==> src/rtl/display_mux_controller.sv <==
// Two-digit time-multiplexed seven-segment controller with dead-time gaps between digits.
// Every output is a register; the next-state decode only ever feeds those registers.
module display_mux_controller #(
   parameter int REFRESH_DIV = 48000,
   parameter int DEADTIME    = 480
) (
   input  logic       clk,
   input  logic       reset,
   input  logic       enable,
   input  logic [3:0] digit0,
   input  logic [3:0] digit1,
   output logic [3:0] hex_sel,
   output logic [1:0] anode,
   output logic       digit_sel,
   output logic       frame_tick
);

   localparam int MAX_LEN_A = (REFRESH_DIV > DEADTIME) ? REFRESH_DIV : DEADTIME;
   localparam int MAX_LEN   = (MAX_LEN_A > 1) ? MAX_LEN_A : 1;
   localparam int CW        = $clog2(MAX_LEN) + 1;
   localparam logic [CW-1:0] SHOW_LAST = CW'(REFRESH_DIV - 1);
   // A zero-length gap must never be compared against a negative terminal count.
   localparam logic [CW-1:0] GAP_LAST  = (DEADTIME > 0) ? CW'(DEADTIME - 1) : {CW{1'b0}};
   localparam logic [CW-1:0] CNT_ONE   = {{(CW-1){1'b0}}, 1'b1};
   localparam bit            SKIP_GAP  = (DEADTIME == 0);

   typedef enum logic [1:0] {
      SHOW0 = 2'd0,
      GAP0  = 2'd1,
      SHOW1 = 2'd2,
      GAP1  = 2'd3
   } state_t;

   state_t          state_r;
   state_t          next_s;
   logic [CW-1:0]   cnt_r;
   logic [1:0]      anode_next_s;
   logic            tick_next_s;
   logic            load1_s;
   logic            load0_s;

   // Next-state selection and decode of the values loaded into the output registers.
   always_comb begin
      next_s       = state_r;
      anode_next_s = 2'b11;
      case (state_r)
         SHOW0: begin
            if (cnt_r == SHOW_LAST) begin
               next_s = SKIP_GAP ? SHOW1 : GAP0;
            end else begin
               next_s = SHOW0;
            end
         end
         GAP0: begin
            if (cnt_r == GAP_LAST) begin
               next_s = SHOW1;
            end else begin
               next_s = GAP0;
            end
         end
         SHOW1: begin
            if (cnt_r == SHOW_LAST) begin
               next_s = SKIP_GAP ? SHOW0 : GAP1;
            end else begin
               next_s = SHOW1;
            end
         end
         GAP1: begin
            if (cnt_r == GAP_LAST) begin
               next_s = SHOW0;
            end else begin
               next_s = GAP1;
            end
         end
         default: next_s = GAP1;
      endcase
      case (next_s)
         SHOW0:   anode_next_s = 2'b10;
         SHOW1:   anode_next_s = 2'b01;
         default: anode_next_s = 2'b11;
      endcase
      load1_s     = (next_s == GAP0) || ((next_s == SHOW1) && (state_r != SHOW1));
      load0_s     = (next_s == GAP1) || ((next_s == SHOW0) && (state_r != SHOW0));
      tick_next_s = (next_s == SHOW0) && (state_r != SHOW0);
   end

   // Sequencer state, slot counter and registered outputs; disable freezes and blanks.
   always_ff @(posedge clk) begin
      if (!reset) begin
         state_r    <= GAP1;
         cnt_r      <= {CW{1'b0}};
         anode      <= 2'b11;
         hex_sel    <= 4'h0;
         digit_sel  <= 1'b0;
         frame_tick <= 1'b0;
      end else if (enable) begin
         state_r <= next_s;
         if (next_s != state_r) begin
            cnt_r <= {CW{1'b0}};
         end else begin
            cnt_r <= cnt_r + CNT_ONE;
         end
         anode      <= anode_next_s;
         frame_tick <= tick_next_s;
         if (load1_s) begin
            hex_sel   <= digit1;
            digit_sel <= 1'b1;
         end else if (load0_s) begin
            hex_sel   <= digit0;
            digit_sel <= 1'b0;
         end else begin
            hex_sel   <= hex_sel;
            digit_sel <= digit_sel;
         end
      end else begin
         anode      <= 2'b11;
         frame_tick <= 1'b0;
      end
   end

endmodule

==> config.mk <==
export PLATFORM = sky130hd
export DESIGN_NAME = display_mux_controller
export DESIGN_NICKNAME = d
export VERILOG_FILES = /design/src/rtl/display_mux_controller.sv
export SDC_FILE = /design/constraint.sdc
export NUM_CORES = 1
export LEC_CHECK = 0
export ABC_AREA = 1
export ABC_CLOCK_PERIOD_IN_PS = 1900
export CAP_MARGIN = 5
export CORE_UTILIZATION = 35
export CTS_BUF_LIST = sky130_fd_sc_hd__clkbuf_8
export CTS_CLUSTER_DIAMETER = 50
export DETAILED_ROUTE_END_ITERATION = 6
export PLACE_DENSITY_LB_ADDON = 0.2
export SKIP_LAST_GASP = 1
export SLEW_MARGIN = 20
export SYNTH_ARGS = -nofsm -noshare
export SYNTH_HDL_FRONTEND = slang
export SYNTH_SLANG_ARGS = --single-unit
==> constraint.sdc <==
create_clock -name clk -period 1.9 [get_ports clk]
set_input_delay 0.38 -clock clk [delete_from_list [all_inputs] [get_ports clk]]
set_output_delay 0.38 -clock clk [all_outputs]
set_load 0.1 [all_outputs]
==> reports/qor.txt, run 1 <==
Status: finished clean
Tightest Pin Transition: 0.2851 ns
Die X: 70.09 um
Hold Path Sink: digit_sel
Worst path max stage delay: 0.39 ns
Hold path start: digit_sel
Later-pin clock latency in the skew report: 0.28 ns
Antenna diode count: 0
Die height: 70.09 um
Max-cap violations: 0
Tot GR Track Use: 15.61%
Syn Area/Cell: 7.118 um2
Filler Cells Inserted: 451
Layout cells sized above 1: 24.11%
Slew Viols, Final: 0
Total CTS buffers: 3
Worst R2R Path Depth: 10
Vias: 1,445
Worst Hold Class: flop to flop
Warnings, synthesis: 0
Post-layout min period: 1.618 ns
Critical path's slowest cell: dfxtp_1
Flip-flop and latch area: 540.5 um2
TritonRoute pass-1 iters: 4
Reg2reg end: anode[1]
Initial Util: 36.76%
Worst Path Max Fanout: 5
R2r startpoint: cnt_r[0]
Clock skew: 0.005108 ns
Area Overhead vs Synth: 19.28%
Synth Cell Area: 1623 um2
CTS-repair resized insts: 0
Lkg Pwr: 0.7833 nW
Initial antenna violation count: 0
First-pass GRT wire length: 6120 um
Final WL: 3474 um
CTS tree: built
Drt first-iter violations: 108
Overall Power: 1.075 mW
I/O Buffers: 18
Post-synth cell types: 31
Via density: 4.738
DP Wirelength: 2797 um
WP buf/inv: 1
Vias in the first global route: 1,400
Period Utilization, post-route: 85.14%
Sequential area share after synthesis: 33.31%
VDD IR-drop max: 221.2 uV
Final Net Count: 266
Hold-fix buffers at CTS: 0
DRC: 0
Largest net degree at the start of global routing: 15
Post-layout util: 43.85%
Area of the multi-input gates: 923.4 um2
Cells along the critical path: ha_1 > nand3_1 > nor2_1 > nand3_1 > nand2_1 > inv_1 > nor2_2 > nand2_2 > nor2_4 > nand2_1
Number of routed nets with antenna violations: 0
Flop2flop setup slack: 0.28 ns
Total grt overflow: 0
Fmax: 0.6182 GHz
PD cells: 555.2 nW/um2
Crit end category: flop
Crit start category: flop
Final setup fails: 0
CTS max path bufs: 2
Final GP Congestion: 0.9117
Hold Fails Final Rpt: 0
I/O pin cnt: 19
Die area: 4913 um2
Setup Buffers After CTS: 0
Cell count after synthesis: 228
Worst-path clk slew: 0.09 ns
CORE AREA: 4414 um2
Critical path class: flop to flop
Row cnt: 24
CTS H-tree depth: 1
Slew HR: 80.83%
Critical Path AT: 1.80 ns
Crit path max-delay family: simple AND/OR/NAND/NOR gates
RSZ-0062 raised after global routing: false
Flops & latches, synth: 27
Worst Path Required: 2.09 ns
WHS Path Cells: 2
Mapped Nets: 240
CTS Sinks: 27
Root Driver: clkbuf_8
Wire per inst: 11.39 um
[cell usage in the layout, fill, tap and decap left out]
cell type	count
nor4_2	1
dfxtp_1	27
a22oi_1	1
nand2_1	54
nand4_1	6
clkdlybuf4s50_1	10
nand2_4	3
o22ai_1	1
ha_1	1
xnor2_1	1
clkbuf_8	3
a21oi_1	1
nor2_1	28
nor2_2	5
or2_2	4
inv_2	3
nand3b_1	2
nor2_4	2
nor3_1	3
o21ai_1	3
nand3_2	2
nor3_2	3
o21ai_0	2
buf_4	13
nand2_2	4
nand4_2	1
nand3_1	13
xor2_1	8
a21oi_2	14
buf_12	2
inv_1	31
nor3b_2	1
[kinds of logic after synthesis]
family,after synthesis,share of synthesized area (%)
flops,27,33.31
buf+inv,37,9.792
fa+ha+maj,1,0.7709
simple gates,132,41.02
compound gates,22,10.25
xor+xnor,9,4.858
[synthesized netlist by cell type]
cell type	number	share of area [%]
inv_1	30	6.9
nand2_1	54	12
inv_2	3	0.69
nor3b_2	1	0.77
nand2_4	3	2.1
nand4_2	1	0.77
o21ai_0	2	0.62
o22ai_1	1	0.39
nor2_4	2	1.4
nor3_2	3	1.9
nand2_2	4	1.5
xnor2_1	1	0.54
nor4_2	1	0.77
nand4_1	6	2.3
o21ai_1	3	0.92
buf_2	1	0.31
a22oi_1	1	0.46
xor2_1	8	4.3
nor2_1	28	6.5
dfxtp_1	27	33
nor3_1	3	0.92
buf_4	1	0.46
nand3b_1	2	0.92
nor2_2	5	1.9
ha_1	1	0.77
a21oi_2	14	7.6
or2_2	4	1.5
a21oi_1	1	0.31
nand3_1	13	4.0
nand3_2	2	1.2
buf_6	2	1.4
[worst register-to-register path: stages (launching register included)]
cell,delay (ns)
dfxtp_1,0.39
ha_1,0.20
nand3_1,0.16
nor2_1,0.18
nand3_1,0.11
nand2_1,0.07
inv_1,0.04
nor2_2,0.14
nand2_2,0.08
nor2_4,0.09
nand2_1,0.05
[power by group]
part	internal [mW]	total [mW]	leakage [nW]	switching, mW
clock	0.146	0.333	0.0269	0.187
combinational	0.0572	0.156	0.537	0.0989
sequential	0.577	0.586	0.219	0.00894
[metal layers]
| metal | share of wire, % | GRT usage (%) | up-vias |
|---|---|---|---|
| met3 | 4.1 | 3.030 | 3 |
| met5 | 0 | 0 | - |
| met2 | 46 | 24.04 | 33 |
| met4 | 0.49 | 5.333 | 0 |
| li1 | - | - | 771 |
| met1 | 50 | 21.68 | 638 |
[flip-flops by register name, summed over array words and instances (netlist names)]
register	cells
hex_sel	4
digit_sel	1
cnt_r	17
anode	2
state_r	2
frame_tick	1
[stage by stage]
step           worst slack [ns]  instance area, um2  hold WS (ns)  instances  TNS [ns]
3_5_place_dp           -0.03244                1891        0.4745        301  -0.03244
5_1_grt                  0.1303                1936        0.5329        305         0
4_1_cts                  0.2777                1936        0.4897        305         0
2_1_floorplan            0.4681                1623        0.4599        228         0
6_report                 0.2823                1936        0.4913        305         0
3_3_place_gp            0.04161                1891        0.4711        301         0
[final cells by class]
class / count / area share (%)
clock inverters: 1 / 0.1939
flip-flops and latches: 27 / 27.92
multi-input cells: 164 / 47.71
clock buffers: 3 / 2.133
well taps: 52 / 3.361
repair buffers: 25 / 12.28
inverters: 33 / 6.399
[how the worst max path moves through the flow]
| stage | start | to | slack (ns) | cells after the start |
|---|---|---|---|---|
| 6_report | cnt_r[0] | anode[1] | 0.28 | 10 |
| 5_1_grt | enable | cnt_r[14] | 0.13 | 8 |
| 4_1_cts | enable | cnt_r[14] | 0.28 | 8 |
| 3_5_place_dp | enable | cnt_r[14] | -0.03 | 8 |
| 3_3_place_gp | enable | cnt_r[14] | 0.04 | 8 |
| 2_1_floorplan | cnt_r[0] | anode[1] | 0.47 | 10 |
Power figures use the tool's default switching activity.
==> run 2: changes to the inputs <==
Settings changed: CORE_UTILIZATION 35 to 30.
==> run 2 against run 1 <==
  * Sequential share of layout area decreased by 0.36 points
  * Wire length decreased by 1.2%
  * Clock power decreased by 3%
  * Largest power group unchanged
  * Via count decreased by 2.1%
  * First-iteration DRC count decreased by 47%
==> reports/qor.txt, run 2 (synthesis gave the netlist of run 1 again) <==
Worst Hold Class: flop to flop (unchanged)
Final WL: 3431 um (was 3474 um)
Crit start category: flop (unchanged)
I/O Buffers: 18 (unchanged)
DRC: 0 (unchanged)
WL met2: 1466 um (was 1584 um)
Vias in the first global route: 1,256 (was 1,400)
Total CTS buffers: 3 (unchanged)
Antenna diode count: 0 (unchanged)
Most frequent cells in the layout: nand2_1, inv_1, nor2_1, dfxtp_1, buf_4 (was nand2_1, inv_1, nor2_1, dfxtp_1, a21oi_2)
Largest Register: cnt_r (unchanged)
CTS max path bufs: 2 (unchanged)
Post-layout min period: 1.633 ns (was 1.618 ns)
Setup Buffers After CTS: 0 (unchanged)
Wl on met1: 1846 um (was 1731 um)
Later-pin clock latency in the skew report: 0.27 ns (was 0.28 ns)
Overall Power: 1.066 mW (was 1.075 mW)
Period Utilization, post-route: 85.97% (was 85.14%)
DP Wirelength: 2758 um (was 2797 um)
Initial Util: 31.37% (was 36.76%)
PD cells: 543.5 nW/um2 (was 555.2 nW/um2)
Top sig layer: met4 (unchanged)
Critical path's slowest cell: dfxtp_1 (unchanged)
Worst path max stage delay: 0.42 ns (was 0.39 ns)
Slew HR: 79.91% (was 80.83%)
Cell Area, Placed: 1916 um2 (was 1891 um2)
Final Net Count: 268 (was 266)
Hold Fails Final Rpt: 0 (unchanged)
Clock skew: 0.003914 ns (was 0.005108 ns)
Crit end category: flop (unchanged)
Die X: 75.55 um (was 70.09 um)
Fmax: 0.6122 GHz (was 0.6182 GHz)
Biggest registers after layout: cnt_r (17), hex_sel (4) (unchanged)
Wire per inst: 10.56 um (was 11.39 um)
CTS-repair resized insts: 0 (unchanged)
Max-cap violations: 0 (unchanged)
Layout cells sized above 1: 24.71% (was 24.11%)
Row cnt: 26 (was 24)
Cells along the critical path: ha_1 > nand3_1 > nor2_1 > nand3_1 > nand2_1 > inv_1 > nor2_2 > nand2_2 > nor2_4 > nand2_1 (unchanged)
TritonRoute pass-1 iters: 4 (unchanged)
Status: finished clean (unchanged)
Critical path class: flop to flop (unchanged)
Tightest Pin Transition: 0.2988 ns (was 0.2851 ns)
CTS tree: built (unchanged)
CORE AREA: 5172 um2 (was 4414 um2)
WP buf/inv: 1 (unchanged)
Slew Viols, Final: 0 (unchanged)
Lkg Pwr: 0.7883 nW (was 0.7833 nW)
Worst Path Required: 2.07 ns (was 2.09 ns)
Worst Path Max Fanout: 4 (was 5)
CTS H-tree depth: 1 (unchanged)
Filler Cells Inserted: 547 (was 451)
Largest net degree at the start of global routing: 15 (unchanged)
Final Cell Area: 1961 um2 (was 1936 um2)
Fin Hold WS: 0.4868 ns (was 0.4913 ns)
Die height: 75.55 um (was 70.09 um)
Worst-path clk slew: 0.09 ns (about the same)
Drt first-iter violations: 57 (was 108)
Number of routed nets with antenna violations: 0 (unchanged)
Crit path max-delay family: simple AND/OR/NAND/NOR gates (unchanged)
Die area: 5708 um2 (was 4913 um2)
Most common cell after layout, fill and taps aside: nand2_1 (unchanged)
Initial antenna violation count: 0 (unchanged)
Vias: 1,414 (was 1,445)
Critical Path AT: 1.81 ns (was 1.80 ns)
Total grt overflow: 0 (unchanged)
Area Overhead vs Synth: 20.82% (was 19.28%)
Final setup fails: 0 (unchanged)
VDD IR-drop max: 227.7 uV (was 221.2 uV)
Max reg flops: 17 (unchanged)
Root Driver: clkbuf_8 (unchanged)
Tot GR Track Use: 13.44% (was 15.61%)
Area of the multi-input gates: 923.4 um2 (unchanged)
CTS Sinks: 27 (unchanged)
Flip-flop and latch area: 540.5 um2 (unchanged)
Met3 Routed Length: 83 um (was 141 um)
I/O pin cnt: 19 (unchanged)
First-pass GRT wire length: 5789 um (was 6120 um)
Via density: 4.351 (was 4.738)
Hold-fix buffers at CTS: 0 (unchanged)
Final GP Congestion: 0.8429 (was 0.9117)
Setup TNS: 0 ns (unchanged)
RSZ-0062 raised after global routing: false (unchanged)
[run 2: cell types whose count changed in the layout (fill, tap and decap cells not counted), sizes merged]
cell | before | now
buf | 15 | 17
[run 2: cell type report]
| type | instances | area share (%) |
|---|---|---|
| Clock inverter | 1 | 0.1914 |
| Tap cell | 70 | 4.467 |
| Inverter | 33 | 6.318 |
| Multi-Input combinational cell | 164 | 47.10 |
| Timing Repair Buffer | 27 | 12.25 |
| Clock buffer | 3 | 2.106 |
| Sequential cell | 27 | 27.57 |
[run 2: worst paths after layout]
kind	from	end	slack, ns	depth (start not counted)
max reg2reg	cnt_r[1]	anode[1]	0.27	10
min	digit_sel	digit_sel	0.49	2
min reg2reg	digit_sel	digit_sel	0.49	2
max	cnt_r[1]	anode[1]	0.27	10
[run 2: per-stage QoR]
stage	utilization [%]	std cells	setup slack, ns
floorplan	-	228	0.4681
global placement	37.03	321	0.1073
detailed placement	37.03	321	0.07674
CTS	37.91	325	0.2569
global route	37.91	325	0.02849
finish	37.91	325	0.2666
[run 2: metal layers]
metal,vias up,track usage [%]
met1,624,19.36
li1,770,-
met4,0,3.704
met3,2,2.778
met2,18,20.24
met5,-,0
[run 2: power by group]
part | internal [mW] | switching [mW] | leakage (nW)
logic | 0.0573 | 0.0976 | 0.542
clock network | 0.145 | 0.178 | 0.0269
registers | 0.577 | 0.0102 | 0.219
total | 0.779 | 0.286 | 0.788
[run 2: worst reg2reg max path, stage by stage, from the launching register on]
cell and delay, ns:
dfxtp_1 0.42, ha_1 0.21, nand3_1 0.16, nor2_1 0.17
nand3_1 0.11, nand2_1 0.07, inv_1 0.04, nor2_2 0.14
nand2_2 0.08, nor2_4 0.09, nand2_1 0.05
==> run 3: changes to the inputs <==
Settings changed: GPL_TIMING_DRIVEN from default to 0.
==> run 3 against run 2 <==
  * Clock-buffer cell count unchanged
  * Setup slack got worse by 0.22 ns
  * Cell area down 2.6%
  * Worst hold slack worse by 0.13 ns
  * Core utilization is 0.99 points lower
  * Clock skew is 0.0035 ns higher
  * Sequential cell count is the same
  * Die area unchanged
  * Sequential share of layout area up 0.74 points
  * First-iteration DRC count is 11% lower
  * Maximum frequency fell by 12%
  * Critical path type is now flop to output port
  * Combinational power decreased by 9%
==> reports/qor.txt, run 3 (synthesis gave the netlist of run 1 again) <==
Worst Path Required: 1.52 ns (was 2.07 ns)
Post-layout util: 36.91% (was 37.91%)
Filler Cells Inserted: 579 (was 547)
Most frequent cells in the layout: nand2_1, inv_1, nor2_1, dfxtp_1, a21oi_2 (was nand2_1, inv_1, nor2_1, dfxtp_1, buf_4)
Cell Area, Placed: 1871 um2 (was 1916 um2)
Wire per inst: 11.23 um (was 10.56 um)
Final Cell Area: 1909 um2 (was 1961 um2)
Period Utilization, post-route: 97.29% (was 85.97%)
I/O pin cnt: 19 (unchanged)
Die height: 75.55 um (unchanged)
Area of the multi-input gates: 923.4 um2 (unchanged)
Worst Path Max Fanout: 2 (was 4)
Initial antenna violation count: 0 (unchanged)
Final setup fails: 0 (unchanged)
Worst-path clk slew: 0.09 ns (about the same)
Vias: 1,396 (was 1,414)
Antenna diode count: 0 (unchanged)
Fmax: 0.5410 GHz (was 0.6122 GHz)
Tightest Pin Transition: 0.9571 ns (was 0.2988 ns)
Max-cap violations: 0 (unchanged)
Flip-flop and latch area: 540.5 um2 (unchanged)
Vias in the first global route: 1,332 (was 1,256)
Root Driver: clkbuf_8 (unchanged)
I/O Buffers: 16 (was 18)
PD cells: 551.8 nW/um2 (was 543.5 nW/um2)
CTS H-tree depth: 1 (unchanged)
Final WL: 3572 um (was 3431 um)
CTS Sinks: 27 (unchanged)
Layout cells sized above 1: 20.16% (was 24.71%)
Cells along the critical path: dlygate4sd2_1 (was ha_1 > nand3_1 > nor2_1 > nand3_1 > nand2_1 > inv_1 > nor2_2 > nand2_2 > nor2_4 > nand2_1)
TritonRoute pass-1 iters: 4 (unchanged)
VDD IR-drop max: 255.5 uV (was 227.7 uV)
DRC: 0 (unchanged)
Setup ws final: 0.05152 ns (was 0.2666 ns)
Drt first-iter violations: 51 (was 57)
Worst Hold Class: input port to flop (was flop to flop)
Crit path max-delay family: buffers and inverters (was simple AND/OR/NAND/NOR gates)
Hold Fails Final Rpt: 0 (unchanged)
CORE AREA: 5172 um2 (unchanged)
Total grt overflow: 0 (unchanged)
Die area: 5708 um2 (unchanged)
Tot GR Track Use: 13.85% (was 13.44%)
Via density: 4.390 (was 4.351)
Critical path class: flop to output port (was flop to flop)
Row cnt: 26 (unchanged)
Worst path max stage delay: 0.85 ns (was 0.42 ns)
First-pass GRT wire length: 5961 um (was 5789 um)
Critical Path AT: 1.47 ns (was 1.81 ns)
Total CTS buffers: 3 (unchanged)
Most common cell after layout, fill and taps aside: nand2_1 (unchanged)
WP buf/inv: 1 (unchanged)
Post-layout min period: 1.848 ns (was 1.633 ns)
CTS tree: built (unchanged)
Initial Util: 31.37% (unchanged)
Later-pin clock latency in the skew report: 0.28 ns (was 0.27 ns)
Crit start category: flop (unchanged)
DP Wirelength: 2820 um (was 2758 um)
CTS max path bufs: 2 (unchanged)
Final Net Count: 261 (was 268)
Setup Buffers After CTS: 0 (unchanged)
Final GP Congestion: 0.8235 (was 0.8429)
Biggest registers after layout: cnt_r (17), hex_sel (4) (unchanged)
Setup TNS: 0 ns (unchanged)
Slew HR: 36.45% (was 79.91%)
Clock skew: 0.007442 ns (was 0.003914 ns)
RSZ-0062 raised after global routing: false (unchanged)
Die X: 75.55 um (unchanged)
Max reg flops: 17 (unchanged)
Number of routed nets with antenna violations: 0 (unchanged)
Largest net degree at the start of global routing: 15 (unchanged)
Largest Register: cnt_r (unchanged)
Slew Viols, Final: 0 (unchanged)
Lkg Pwr: 0.7528 nW (was 0.7883 nW)
Status: finished clean (unchanged)
Area Overhead vs Synth: 17.66% (was 20.82%)
Critical path's slowest cell: dlygate4sd2_1 (was dfxtp_1)
Pre-CTS setup slack: 0.07120 ns (was 0.07674 ns)
Crit end category: output port (was flop)
[run 3: timing repair]
action                                  4_1_cts  5_1_grt
pin swaps                                     0        0
hold buffers                                  0        0
endpoints found under the setup margin        8        3
resized for setup                             8        3
[run 3: path summary, 6_finish.rpt]
check,from,end,slack [ns],cells after the start
max,digit_sel,digit_sel,0.05,1
min,reset,hex_sel[2],0.36,3
min reg2reg,digit_sel,digit_sel,0.49,2
max reg2reg,cnt_r[0],cnt_r[15],0.23,7
[run 3: layout make-up]
cell class	instances	area share [%]
multi-input cells	164	48.36
clock buffers	3	2.163
clock inverters	1	0.1966
well taps	70	4.587
flip-flops and latches	27	28.31
repair buffers	16	8.060
inverters	33	6.488
plain buffers	4	1.835
[run 3: metal layers]
layer / GRT usage, % / part of all wire (%) / vias up
met3: 3.175 / 3.2 / 4
met5: 0 / 0 / -
met2: 23.21 / 45 / 19
li1: - / - / 756
met1: 18.15 / 51 / 617
met4: 3.086 / 1.1 / 0
[run 3: metrics by stage]
step / power [mW] / cells / hold WS, ns
floorplan: 0.7007 / 228 / 0.4599
global placement: 0.7450 / 314 / 0.4727
detailed placement: 0.7454 / 314 / 0.4810
CTS: 1.074 / 318 / 0.3492
global route: 1.103 / 318 / 0.3480
finish: 1.054 / 318 / 0.3574
[run 3: power breakdown]
group,total [mW],internal [mW],switching (mW)
Combinational,0.141,0.0449,0.0959
Sequential,0.586,0.577,0.00924
Clock,0.327,0.145,0.181
Total,1.05,0.767,0.287
[run 3: worst reg2reg max path, cell delays in order (launching register included)]
cell and delay, ns:
dfxtp_1 0.41, ha_1 0.21, nand3_1 0.17, nor3_2 0.19, nand4_1 0.15, nand3_1 0.16, buf_6 0.19, a21oi_2 0.07
==> edit, RTL diff (config.mk and constraints of run 1) <==
Add an input register stage for `enable`, `digit0` and `digit1`; this delays them by one clock.
--- a/src/rtl/display_mux_controller.sv
+++ b/src/rtl/display_mux_controller.sv
@@ -30,6 +30,16 @@
       SHOW1 = 2'd2,
       GAP1  = 2'd3
    } state_t;
+
+   logic enable_q;
+   logic [3:0] digit0_q;
+   logic [3:0] digit1_q;
+
+   always_ff @(posedge clk) begin
+      enable_q <= enable;
+      digit0_q <= digit0;
+      digit1_q <= digit1;
+   end
 
    state_t          state_r;
    state_t          next_s;
@@ -93,7 +103,7 @@
          hex_sel    <= 4'h0;
          digit_sel  <= 1'b0;
          frame_tick <= 1'b0;
-      end else if (enable) begin
+      end else if (enable_q) begin
          state_r <= next_s;
          if (next_s != state_r) begin
             cnt_r <= {CW{1'b0}};
@@ -103,10 +113,10 @@
          anode      <= anode_next_s;
          frame_tick <= tick_next_s;
          if (load1_s) begin
-            hex_sel   <= digit1;
+            hex_sel   <= digit1_q;
             digit_sel <= 1'b1;
          end else if (load0_s) begin
-            hex_sel   <= digit0;
+            hex_sel   <= digit0_q;
             digit_sel <= 1'b0;
          end else begin
             hex_sel   <= hex_sel;
Behaviour: not the same (Yosys sat finds a counterexample within 4 cycles, from zero or initial values and one cycle with reset low).
==> edit against run 1 <==
Design area fell by 0.97%. Synthesized area decreased by 1.5%. Critical path depth shrank 2. Via count down 3.8%. Sequential cell count increased by 9. First-iteration DRC count decreased by 69%. Worst setup slack lost 0.011 ns. Wire length is 5.6% lower. Power up 36%. Critical endpoint is now cnt_r[7]. Largest power group unchanged. Highest routed layer unchanged.
==> edit: results (changes against run 1) <==
status: "finished, final reports clean"
cts_made_buffers: 5  # +2
multiInputGateArea_um2: 709.4  # -23%
worstPathRequired_ns: 2.07  # -0.02 ns
synth_common_cells: "nand2_1 (40), inv_1 (37), dfxtp_1 (36), nor2_1 (28), nand3_1 (17)"
htreeDepth: 2  # +1
fill_cells: 459  # +1.8%
synthTopCellsByArea: "dfxtp_1 (45%), nand2_1 (9.4%), inv_1 (8.7%)"
gp_congestion: 0.8637  # -5.3%
signal_buffers: 21  # -16%
met3_usage_pct: 3.924  # +0.89 points
grt_pass1_vias: 1306  # -6.7%
clock_buffer_count: 5  # +2
vias: 1390  # -3.8%
met1_usage_pct: 19.25  # -2.4 points
clock.fmax_mhz: 613.9  # -0.68%
combinationalPowerShare_pct: 8.6  # -5.9 points
fin_skew_ns: 0.008079  # +0.002971 ns
place_hpwl_mm: 2.484  # -11%
drt_wl_total_mm: 3.280  # -5.6%
final-seq-area_um2: 720.7  # +33%
synth_cell_types: 24  # -23%
power.leakage_nw: 0.8128  # +3.8%
multi_input_area_share_pct: 37.01  # -11 points
io_buffers: 18  # unchanged
inverters: 39  # +18%
clkCellAreaFrac_pct: 4.830  # +2.5 points
tightest_slew_ns: 0.3756  # +0.09046 ns
post-place-ws_ns: 0.2795  # +0.3120 ns
multi_input_gates: 138  # -16%
p_switching_mw: 0.3819  # +29%
drt_iter0_drc: 33  # -69%
grt_pass1_wl_mm: 5.713  # -6.7%
drive_above_1_share_pct: 14.05  # -10 points
grt_max_degree: 16  # +1
grtUsageTotal_pct: 15.02  # -0.59 points
==> edit: cell count changes in the layout (fill, tap and decap cells not counted), sizes merged, moves of 3 or more <==
cell,before,now
nor2,35,32
a21oi,15,5
inv,34,39
nand3,15,18
nand2,61,47
or2,4,0
dfxtp,27,36
buf,15,11
nand4,7,11
==> edit: critical path: stages (launching register included) <==
cell,delay [ns]
dfxtp_1,0.38
ha_1,0.23
nand3_1,0.12
nor2_1,0.16
nand3_1,0.16
nand2_1,0.12
nand2_1,0.07
nand2_2,0.19
nor2_1,0.08
==> edit: per-layer routing <==
| metal | routed length [um] | vias up |
|---|---|---|
| met3 | 98 | 8 |
| met2 | 1476 | 28 |
| met4 | 77 | 0 |
| met1 | 1627 | 626 |
| met5 | 0 | - |
| li1 | - | 728 |
==> edit: through the flow <==
| stage | total power, mW | instances | hold slack (ns) |
|---|---|---|---|
| final | 1.459 | 294 | 0.4809 |
| after global routing | 1.521 | 294 | 0.4928 |
| after CTS | 1.478 | 294 | 0.4867 |
| after detailed placement | 0.9276 | 286 | 0.4741 |
| after global placement | 0.9274 | 286 | 0.4620 |
| after floorplan | 0.8853 | 216 | 0.4077 |
==> edit: worst paths after layout <==
check,to,depth (start not counted),startpoint
setup / recovery,cnt_r[7],8,cnt_r[0]
hold / removal,hex_sel[0],2,digit1_q[0]
setup reg to reg,cnt_r[7],8,cnt_r[0]
hold reg to reg,hex_sel[0],2,digit1_q[0]
==> edit: cells by family (layout without fill, tap and decap cells) <==
kind of cell	after synthesis	count (layout)	share of synthesized area, %
adders and majority gates	1	1	0.7830
buffers and inverters	42	68	10.49
xor gates and xnor gates	7	7	3.837
DFF	36	36	45.11
AOI/OAI and AO/OA	11	11	3.602
and+or+nand+nor	119	119	36.18
